**config.mk**
```make
export PLATFORM = sky130hd
export DESIGN_NAME = wb_register_bank_ppc2simulink_flat
export DESIGN_NICKNAME = d
export VERILOG_FILES = /design/src/rtl/wb_register_bank_ppc2simulink_pkg.sv /design/src/rtl/wb_register_bank_ppc2simulink_if.sv /design/src/rtl/wb_register_bank_ppc2simulink_wb_reg_slice.sv /design/src/rtl/wb_register_bank_ppc2simulink.sv /design/src/flat_wrapper.sv
export SDC_FILE = /design/constraint.sdc
export NUM_CORES = 1
export LEC_CHECK = 0
export CAP_MARGIN = 30
export CORE_MARGIN = 4
export CORE_UTILIZATION = 40
export DETAILED_ROUTE_END_ITERATION = 16
export PLACE_DENSITY = 0.7
export REMOVE_ABC_BUFFERS = 1
export SYNTH_ARGS = -nofsm -noshare
export SYNTH_HDL_FRONTEND = slang
export SYNTH_SLANG_ARGS = --single-unit
```
**constraint.sdc**
```tcl
create_clock -name wb_clk_i -period 1.7 [get_ports wb_clk_i]
set_clock_uncertainty 0.15 [all_clocks]
set_input_delay 0.34 -clock wb_clk_i [delete_from_list [all_inputs] [get_ports wb_clk_i]]
set_output_delay 0.34 -clock wb_clk_i [all_outputs]
set_load 0.02 [all_outputs]
```
**src/rtl/wb_register_bank_ppc2simulink_pkg.sv**
```systemverilog
// wb_register_bank_ppc2simulink_pkg: shared constants and byte-lane merge helper
package wb_register_bank_ppc2simulink_pkg;
    localparam int MAX_REGS = 16;
    localparam int IDX_W = $clog2(MAX_REGS + 1);
    localparam int CNT_W = 16;
    localparam int CTRL_MODE_BIT = 0;
    localparam int CTRL_DIRTY_BIT = 1;
    localparam int CTRL_CNT_LSB = 16;
    localparam int CTRL_COMMIT_BIT = 0;

    function automatic logic [31:0] merge_bytes(input logic [31:0] old_v, input logic [31:0] new_v, input logic [3:0] sel);
        logic [31:0] r;
        for (int b = 0; b < 4; b++) r[8*b +: 8] = sel[b] ? new_v[8*b +: 8] : old_v[8*b +: 8];
        return r;
    endfunction
endpackage

```
**src/rtl/wb_register_bank_ppc2simulink_if.sv**
```systemverilog
// wb_register_bank_ppc2simulink_if: Wishbone request/response bundle
interface wb_register_bank_ppc2simulink_if;
    logic [31:0] wb_adr_i;
    logic [31:0] wb_dat_i;
    logic [3:0]  wb_sel_i;
    logic        wb_we_i;
    logic        wb_cyc_i;
    logic        wb_stb_i;
    logic [31:0] wb_dat_o;
    logic        wb_ack_o;
    logic        wb_err_o;

    modport master(output wb_adr_i, wb_dat_i, wb_sel_i, wb_we_i, wb_cyc_i, wb_stb_i, input wb_dat_o, wb_ack_o, wb_err_o);
    modport slave(input wb_adr_i, wb_dat_i, wb_sel_i, wb_we_i, wb_cyc_i, wb_stb_i, output wb_dat_o, wb_ack_o, wb_err_o);
endinterface

```
**src/rtl/wb_register_bank_ppc2simulink_wb_reg_slice.sv**
```systemverilog
// wb_reg_slice: one register's shadow, output, dirty flag and valid pulse
module wb_reg_slice
    import wb_register_bank_ppc2simulink_pkg::*;
#(
    parameter int COMMIT_MODE = 0
) (
    input  logic        wb_clk_i,
    input  logic        wb_rst_i,
    input  logic        wr_i,
    input  logic        commit_i,
    input  logic [31:0] dat_i,
    input  logic [3:0]  sel_i,
    output logic [31:0] shadow_o,
    output logic [31:0] out_o,
    output logic        dirty_o,
    output logic        valid_o
);
    localparam bit DIRECT = (COMMIT_MODE == 0);

    logic [31:0] shadow_q, shadow_d, out_q, out_d, merged;
    logic        dirty_q, dirty_d, valid_q, valid_d, wr;

    // next state: direct mode mirrors writes to the output, commit mode defers them until a commit
    always_comb begin
        merged   = merge_bytes(shadow_q, dat_i, sel_i);
        wr       = wr_i && (sel_i != 4'h0);
        shadow_d = wr ? merged : shadow_q;
        valid_d  = DIRECT ? wr : (commit_i && dirty_q);
        out_d    = DIRECT ? (wr ? merged : out_q) : (valid_d ? shadow_q : out_q);
        dirty_d  = !DIRECT && !commit_i && (dirty_q || wr);
    end

    // state registers
    always_ff @(posedge wb_clk_i) begin
        if (wb_rst_i) begin
            shadow_q <= '0;
            out_q    <= '0;
            dirty_q  <= 1'b0;
            valid_q  <= 1'b0;
        end else begin
            shadow_q <= shadow_d;
            out_q    <= out_d;
            dirty_q  <= dirty_d;
            valid_q  <= valid_d;
        end
    end

    assign shadow_o = shadow_q;
    assign out_o    = out_q;
    assign dirty_o  = dirty_q;
    assign valid_o  = valid_q;
endmodule

```
**src/rtl/wb_register_bank_ppc2simulink.sv**
```systemverilog
// wb_register_bank_ppc2simulink: Wishbone-writable register bank with optional atomic commit
module wb_register_bank_ppc2simulink
    import wb_register_bank_ppc2simulink_pkg::*;
#(
    parameter int NUM_REGS    = 4,
    parameter int COMMIT_MODE = 0
) (
    input  logic                         wb_clk_i,
    input  logic                         wb_rst_i,
    wb_register_bank_ppc2simulink_if.slave wb,
    output logic [NUM_REGS*32-1:0]       user_data_out,
    output logic [NUM_REGS-1:0]          user_data_valid
);
    logic [IDX_W-1:0]             idx;
    logic                         accept, in_range, is_ctrl, commit, any_dirty;
    logic                         ack_q, ack_d, err_q, err_d;
    logic [31:0]                  dat_q, dat_d, rd_val, ctrl_val;
    logic [CNT_W-1:0]             cnt_q, cnt_d;
    logic [NUM_REGS-1:0][31:0]    shadow_w;
    logic [NUM_REGS*32-1:0]       out_w;
    logic [NUM_REGS-1:0]          dirty_w, valid_w;
    logic                         unused_adr;

    assign unused_adr = ^{wb.wb_adr_i[31:7], wb.wb_adr_i[1:0]};
    assign idx        = wb.wb_adr_i[6:2];
    assign accept     = wb.wb_stb_i && wb.wb_cyc_i && !ack_q && !err_q && !wb_rst_i;
    assign in_range   = idx <= IDX_W'(NUM_REGS);
    assign is_ctrl    = idx == IDX_W'(NUM_REGS);
    assign commit     = (COMMIT_MODE == 1) && accept && wb.wb_we_i && is_ctrl && wb.wb_sel_i[CTRL_COMMIT_BIT] && wb.wb_dat_i[CTRL_COMMIT_BIT];
    assign any_dirty  = |dirty_w;

    // read mux, response and commit counter next state
    always_comb begin
        ctrl_val = '0;
        ctrl_val[CTRL_CNT_LSB +: CNT_W] = cnt_q;
        ctrl_val[CTRL_DIRTY_BIT] = any_dirty;
        ctrl_val[CTRL_MODE_BIT] = (COMMIT_MODE == 1);
        rd_val = is_ctrl ? ctrl_val : 32'h0;
        for (int i = 0; i < NUM_REGS; i++) rd_val = (idx == IDX_W'(i)) ? shadow_w[i] : rd_val;
        ack_d = accept && in_range;
        err_d = accept && !in_range;
        dat_d = rd_val;
        cnt_d = commit ? cnt_q + 1'b1 : cnt_q;
    end

    // response and counter registers
    always_ff @(posedge wb_clk_i) begin
        if (wb_rst_i) begin
            ack_q <= 1'b0;
            err_q <= 1'b0;
            dat_q <= '0;
            cnt_q <= '0;
        end else begin
            ack_q <= ack_d;
            err_q <= err_d;
            dat_q <= dat_d;
            cnt_q <= cnt_d;
        end
    end

    for (genvar i = 0; i < NUM_REGS; i++) begin : g_slice
        wb_reg_slice #(.COMMIT_MODE(COMMIT_MODE)) u_slice (
            .wb_clk_i (wb_clk_i),
            .wb_rst_i (wb_rst_i),
            .wr_i     (accept && wb.wb_we_i && (idx == IDX_W'(i))),
            .commit_i (commit),
            .dat_i    (wb.wb_dat_i),
            .sel_i    (wb.wb_sel_i),
            .shadow_o (shadow_w[i]),
            .out_o    (out_w[32*i +: 32]),
            .dirty_o  (dirty_w[i]),
            .valid_o  (valid_w[i])
        );
    end

    // reset masks the registered responses so a request accepted just before reset is never answered
    assign wb.wb_ack_o     = ack_q && !wb_rst_i;
    assign wb.wb_err_o     = err_q && !wb_rst_i;
    assign wb.wb_dat_o     = wb.wb_ack_o ? dat_q : 32'h0;
    assign user_data_out   = wb_rst_i ? '0 : out_w;
    assign user_data_valid = wb_rst_i ? '0 : valid_w;
endmodule

```
**src/flat_wrapper.sv**
```systemverilog
// flat-port wrapper written by rule: the top's interface ports become plain ports
module wb_register_bank_ppc2simulink_flat import wb_register_bank_ppc2simulink_pkg::*;
#(
    parameter int NUM_REGS    = 4,
    parameter int COMMIT_MODE = 0
)
  (wb_clk_i, wb_rst_i, user_data_out, user_data_valid, wb_wb_adr_i, wb_wb_dat_i, wb_wb_sel_i, wb_wb_we_i, wb_wb_cyc_i, wb_wb_stb_i, wb_wb_dat_o, wb_wb_ack_o, wb_wb_err_o);
  wb_register_bank_ppc2simulink_if wb_i ();
  input  logic wb_clk_i;
  input  logic wb_rst_i;
  output logic [NUM_REGS*32-1:0] user_data_out;
  output logic [NUM_REGS-1:0] user_data_valid;
  input wire logic [$bits(wb_i.wb_adr_i)-1:0] wb_wb_adr_i;
  input wire logic [$bits(wb_i.wb_dat_i)-1:0] wb_wb_dat_i;
  input wire logic [$bits(wb_i.wb_sel_i)-1:0] wb_wb_sel_i;
  input wire logic [$bits(wb_i.wb_we_i)-1:0] wb_wb_we_i;
  input wire logic [$bits(wb_i.wb_cyc_i)-1:0] wb_wb_cyc_i;
  input wire logic [$bits(wb_i.wb_stb_i)-1:0] wb_wb_stb_i;
  output wire logic [$bits(wb_i.wb_dat_o)-1:0] wb_wb_dat_o;
  output wire logic [$bits(wb_i.wb_ack_o)-1:0] wb_wb_ack_o;
  output wire logic [$bits(wb_i.wb_err_o)-1:0] wb_wb_err_o;
  assign wb_i.wb_adr_i = wb_wb_adr_i;
  assign wb_i.wb_dat_i = wb_wb_dat_i;
  assign wb_i.wb_sel_i = wb_wb_sel_i;
  assign wb_i.wb_we_i = wb_wb_we_i;
  assign wb_i.wb_cyc_i = wb_wb_cyc_i;
  assign wb_i.wb_stb_i = wb_wb_stb_i;
  assign wb_wb_dat_o = wb_i.wb_dat_o;
  assign wb_wb_ack_o = wb_i.wb_ack_o;
  assign wb_wb_err_o = wb_i.wb_err_o;
  wb_register_bank_ppc2simulink #(.NUM_REGS(NUM_REGS), .COMMIT_MODE(COMMIT_MODE)) u_core (.wb_clk_i(wb_clk_i), .wb_rst_i(wb_rst_i), .wb(wb_i), .user_data_out(user_data_out), .user_data_valid(user_data_valid));
endmodule
```
== After elaboration in Yosys (flattened, before gate mapping) ==
Cells that the tools add are included.

* Flip-flop bits (word level): 166
* Output and inout port bits: 166
* Logic and storage cells: 77

* Order comparisons: 1
* Equality and inequality tests: 3
* Mux-type cells: 11
* Reduce and logical (&&, ||, !) cells: 39

{| class="wikitable"
|+ Operator list
! cell !! count
|-
| 32-bit 2-to-1 mux || 5
|-
| 128-bit 2-to-1 mux || 1
|-
| 8-bit 2-to-1 mux || 4
|-
| 2-bit AND reduction || 16
|-
| 1-bit logical AND || 17
|-
| 5-bit by 2-bit == test with 1-bit output, second input constant || 2
|-
| 5-bit by 1-bit == test with 1-bit output, second input constant || 1
|-
| 5-bit by 3-bit <= comparator with 1-bit output, second input constant || 1
|-
| 5-bit zero test || 1
|-
| 1-bit zero test || 4
|-
| 4-bit 2-to-1 mux || 1
|-
| 4-bit nonzero test || 1
|}

== Logic depth before layout (Yosys ltp) ==
Gate-level depths: netlist (run 1).

* Depth in word-level cells: 8
* Gate-level depth with buffers: 7
* Gate-level depth less buffers: 4

== Cells and area by module ==
A second synthesis (run 1) with hierarchy kept.

* Cell total of the unflattened synthesis: 1201
* Area total of the unflattened synthesis: 10298.6 um^2

{| class="wikitable"
|+ Modules (own cells, without submodules)
! module !! times used !! cells an instance !! area an instance (um^2)
|-
| wb_reg_slice || 4 || 184 || 1759.2
|-
| wb_register_bank_ppc2simulink || 1 || 465 || 3261.9
|}

== Least setup slack after synthesis (run 1) ==
Ideal clock, no wire load.

* Path type: input -> output
* Start: in wb_rst_i
* End: out wb_wb_dat_o[22]
* Arrival time: 1.356 ns
* Required time: 1.210 ns
* Path slack: -0.146 ns
* Stages on the path: 4
* Buffers on the path: 2
* Cell sequence: buf_2 -> nor2b_1 -> clkbuf_1 -> and2_1

* Cells in the longest elaborated chain, start to end: 3

{| class="wikitable"
|+ RTL lines
! what !! RTL line !! source
|-
| from (decl) || flat_wrapper.sv:10 || <nowiki>input logic wb_rst_i;</nowiki>
|-
| 1-bit zero test || wb_register_bank_ppc2simulink.sv:77 || <nowiki>assign wb.wb_ack_o = ack_q && !wb_rst_i;</nowiki>
|-
| 1-bit logical AND || wb_register_bank_ppc2simulink.sv:77 ||
|-
| via wb_wb_ack_o || flat_wrapper.sv:20 || <nowiki>output wire logic [$bits(wb_i.wb_ack_o)-1:0] wb_wb_ack_o;</nowiki>
|-
| 32-bit 2-to-1 mux || wb_register_bank_ppc2simulink.sv:79 || <nowiki>assign wb.wb_dat_o = wb.wb_ack_o ? dat_q : 32'h0;</nowiki>
|-
| to (decl) || flat_wrapper.sv:19 || <nowiki>output wire logic [$bits(wb_i.wb_dat_o)-1:0] wb_wb_dat_o;</nowiki>
|}

The timed path passes the listed nets, and every way through them passes these cells.

== Worst setup path after layout (run 1) ==
* Start: reg u_core.ack_q
* End: out wb_wb_dat_o[8]

* Cells in the longest elaborated chain, start to end: 2

{| class="wikitable"
|+ RTL lines
! what !! RTL line !! source
|-
| from (decl) || wb_register_bank_ppc2simulink.sv:16 || <nowiki>logic ack_q, ack_d, err_q, err_d;</nowiki>
|-
| from (signal assigned) || wb_register_bank_ppc2simulink.sv:54 || <nowiki>ack_q <= ack_d;</nowiki>
|-
| 1-bit logical AND || wb_register_bank_ppc2simulink.sv:77 ||
|-
| 32-bit 2-to-1 mux || wb_register_bank_ppc2simulink.sv:79 ||
|}

Every way passes these cells.

==> reports/results.ini, run 1 <==
[cells_and_area]
nets = 1175
final_area_sq_um = 11700
area_delta_synth_final_pct = 51.1
instances_no_fill = 1375
layout-drive-gt1-share_pct = 36.6
n_antenna_cell = 0
post-route-util_pct = 61.9

[placement]
dp_slack_ns = -0.618
io_buffers = 211
place_inst = 1332
hpwl_mm = 15.4
placed_cell_area_sq_um = 11100
gp_congestion = 0.796

[synth]
synth-edff-count = 0
synth_seq_cells = 166
syn_avg_cell_area_sq_um = 9.85
synth_cell_type_count = 34
netlist_area_sq_um = 7710
yosysTopAreaCell = dfxtp_1
netlist_instances = 783
yosys_warnings = 0
synthArstFlopShare_pct = 0
yosysTopAreaCellShare_pct = 43.1
synth-main-ff-cell = dfxtp_1
yosys-top-cells-area = dfxtp_1 (43%), mux2i_1 (15%), nand2b_1 (12%)
yosysSeqAreaShare_pct = 43.1

[drt]
dr_wl_met3_mm = 1.09
ant_nets = 0
vias = 6366
initialDrtViolationCount = 211
via_per_inst = 4.63
maxUsedRoutingLayer = met5
m1WireLength_mm = 10.1
drc = 0
wl_met2_mm = 11.2
drt-pass1-iter-count = 4
wl_mm = 22.7
wl_per_cell_microns = 16.5

[worst_setup_path]
required_ns = 1.21
arrival_ns = 1.51
crit_top_cell = buf_6
worstPathCellList = nor2b_4, buf_6, clkbuf_16, and2_1, buf_6
critPathKind = reg2out
cp_num_buf_inv = 3
critPathLaunchType = flop
cpLargestDelayFamily = buffers and inverters
end_kind = output port
slowest_stage = dfxtp_2
critPathMaxFanout = 10
cpPeakStageDelay_ns = 0.34

[clock_tree]
cts_tree = yes
clockBufferDepth = 2
numCtsBuffers = 17
clock-sinks = 166
cts_max_level = 4
cts_root_buffer = clkbuf_16
clk_latency_ns = 0.42
path_clk_slew_ns = 0.06

[die]
fp.dieW_microns = 147
std_cell_rows = 50
ios = 239
start_util_pct = 41.0
placeableCoreArea_sq_um = 18800
fp.dieH_microns = 147
die_area_sq_um = 21600

[global_route]
antenna_found_initial = 1
first_global_vias = 6664
grt_max_degree = 51
grt_overflow = 0
grt_pass1_wl_mm = 35.4
grtUsageTotal_pct = 20.7

[timing]
rsz0062_at_grt = yes
final.period_utilization_pct = 118
max_slew_margin_pct = 82.2
hold_violations = 0
timing_worst_slew_pin_value_ns = 0.266
finalSetupViolations = 55
max_clock_freq_ghz = 0.499
post-route-min-period_ns = 2.00
fin_ws_ns = -0.303
drv_slew = 0
hold_slack_ns = 0.240
tns_ns = -9.24

[power_and_ir_drop]
total_power_mw = 8.74
p_seq_share_pct = 44.6
combPwrFrac_pct = 6.4
ir_drop_mv = 0.692
power_leakage_nw = 6.53
switching_power_mw = 1.84
p_clk_share_pct = 49.0
switching_share_pct = 21.1
p_int_mw = 6.90
p_per_area_nw_per_um2 = 750

[min_path]
hold_path.class = in2reg

[run]
drv_cap = 0

[status]
outcome = finished with violations
violations = setup timing

==> power by group through the flow <==
stage	Combinational (mW)	Sequential, mW	Clock [mW]
after floorplan	0.171	3.98	0
after global placement	0.521	3.98	0
after detailed placement	0.522	3.98	0
after CTS	0.556	3.90	4.35
after global routing	0.596	3.90	4.51
final	0.560	3.90	4.29
==> cell usage after synthesis (7+ instances only) <==
master	n
buf_2	7
and2_1	32
a21oi_1	10
nand3_2	7
clkbuf_1	32
mux4_2	23
dfxtp_1	166
mux2_2	9
nand2_1	18
inv_1	113
o221ai_1	9
nand2b_1	147
mux2i_1	112
nor2b_1	46
nand3_4	7
o21ai_1	16
==> flip-flops by register name (all words and copies together) (netlist names) <==
name and count:
u_core.g_slice.u_slice.out_o 128, u_core.dat_q 32, u_core.g_slice.u_slice.valid_o 4, u_core.ack_q 1
u_core.err_q 1
==> layout by cell type, fill, tap and decap left out, drive strengths merged, types with 4 or more instances in the layout <==
cell type | netlist | routed
mux2 | 9 | 9
and2 | 32 | 32
inv | 113 | 115
mux2i | 112 | 112
mux4 | 23 | 23
nand3 | 16 | 16
buf | 11 | 215
nand2 | 18 | 18
dfxtp | 166 | 166
nor3 | 4 | 4
clkdlybuf4s15 | 0 | 17
clkbuf | 32 | 71
a21oi | 10 | 10
nor2 | 6 | 6
clkdlybuf4s50 | 0 | 39
nor2b | 46 | 46
o221ai | 9 | 9
nand2b | 147 | 147
dlygate4sd2 | 0 | 24
o21ai | 17 | 17
bufinv | 0 | 4
==> worst reg2reg max path, delay by kind of cell (launching register included) <==
kind	cells	cell delay (ns)
and+or+nand+nor	3	0.59
buffers and inverters	2	0.34
DFF	1	0.32
muxes	1	0.12
==> path summary, 6_finish.rpt <==
| kind | startpoint | end | slack [ns] | cells after the start |
|---|---|---|---|---|
| max reg2reg | u_core.err_q$_SDFF_PP0_ | u_core.g_slice[3].u_slice.out_o[30]$_SDFFE_PP0P_ | 0.07 | 6 |
| min | wb_wb_adr_i[2] | u_core.dat_q[6]$_SDFF_PP0_ | 0.24 | 3 |
| max | u_core.ack_q$_SDFF_PP0_ | wb_wb_dat_o[8] | -0.30 | 5 |
| min reg2reg | u_core.g_slice[3].u_slice.out_o[28]$_SDFFE_PP0P_ | u_core.g_slice[3].u_slice.out_o[28]$_SDFFE_PP0P_ | 0.35 | 2 |
==> layer usage <==
| metal | GRT usage (%) | vias up |
|---|---|---|
| met5 | 0 | - |
| met1 | 26.3 | 3011 |
| met4 | 5.36 | 2 |
| li1 | - | 3173 |
| met2 | 35.9 | 155 |
| met3 | 4.47 | 25 |
==> logic make-up (layout without fill, tap and decap cells) <==
family | Yosys count | count (layout) | synth area share [%]
simple gates | 281 | 281 | 23.7
buf+inv | 156 | 488 | 7.90
mux | 144 | 144 | 22.6
compound gates | 36 | 36 | 2.77
flops | 166 | 166 | 43.1
==> timing repair <==
| action | 4_1_cts | 5_1_grt |
|---|---|---|
| gates resized for setup | 538 | 121 |
| hold buffers | 0 | 0 |
| setup buffers | 3 | 4 |
| gates cloned | 2 | 3 |
| setup endpoints to repair | 303 | 189 |
| pin swaps | 4 | 11 |
==> area by class of cell <==
| type | count | area, sq um |
|---|---|---|
| well taps | 260 | 325 |
| clock inverters | 9 | 161 |
| clock buffers | 23 | 508 |
| fillers | 1590 | 7170 |
| multi-input cells | 461 | 3930 |
| flip-flops and latches | 166 | 3320 |
| repair buffers | 343 | 2990 |
| inverters | 113 | 424 |
Power figures use the tool's default switching activity.
==> inputs of run 2 (changes only) <==
--- a/config.mk
+++ b/config.mk
@@ -5,7 +5,7 @@
 export SDC_FILE = /design/constraint.sdc
 export NUM_CORES = 1
 export LEC_CHECK = 0
-export CAP_MARGIN = 30
+export CAP_MARGIN = 10
 export CORE_MARGIN = 4
 export CORE_UTILIZATION = 40
 export DETAILED_ROUTE_END_ITERATION = 16
==> results of run 2 <==
Same layout as run 1: the final DEF is identical, and so are final timing and power.
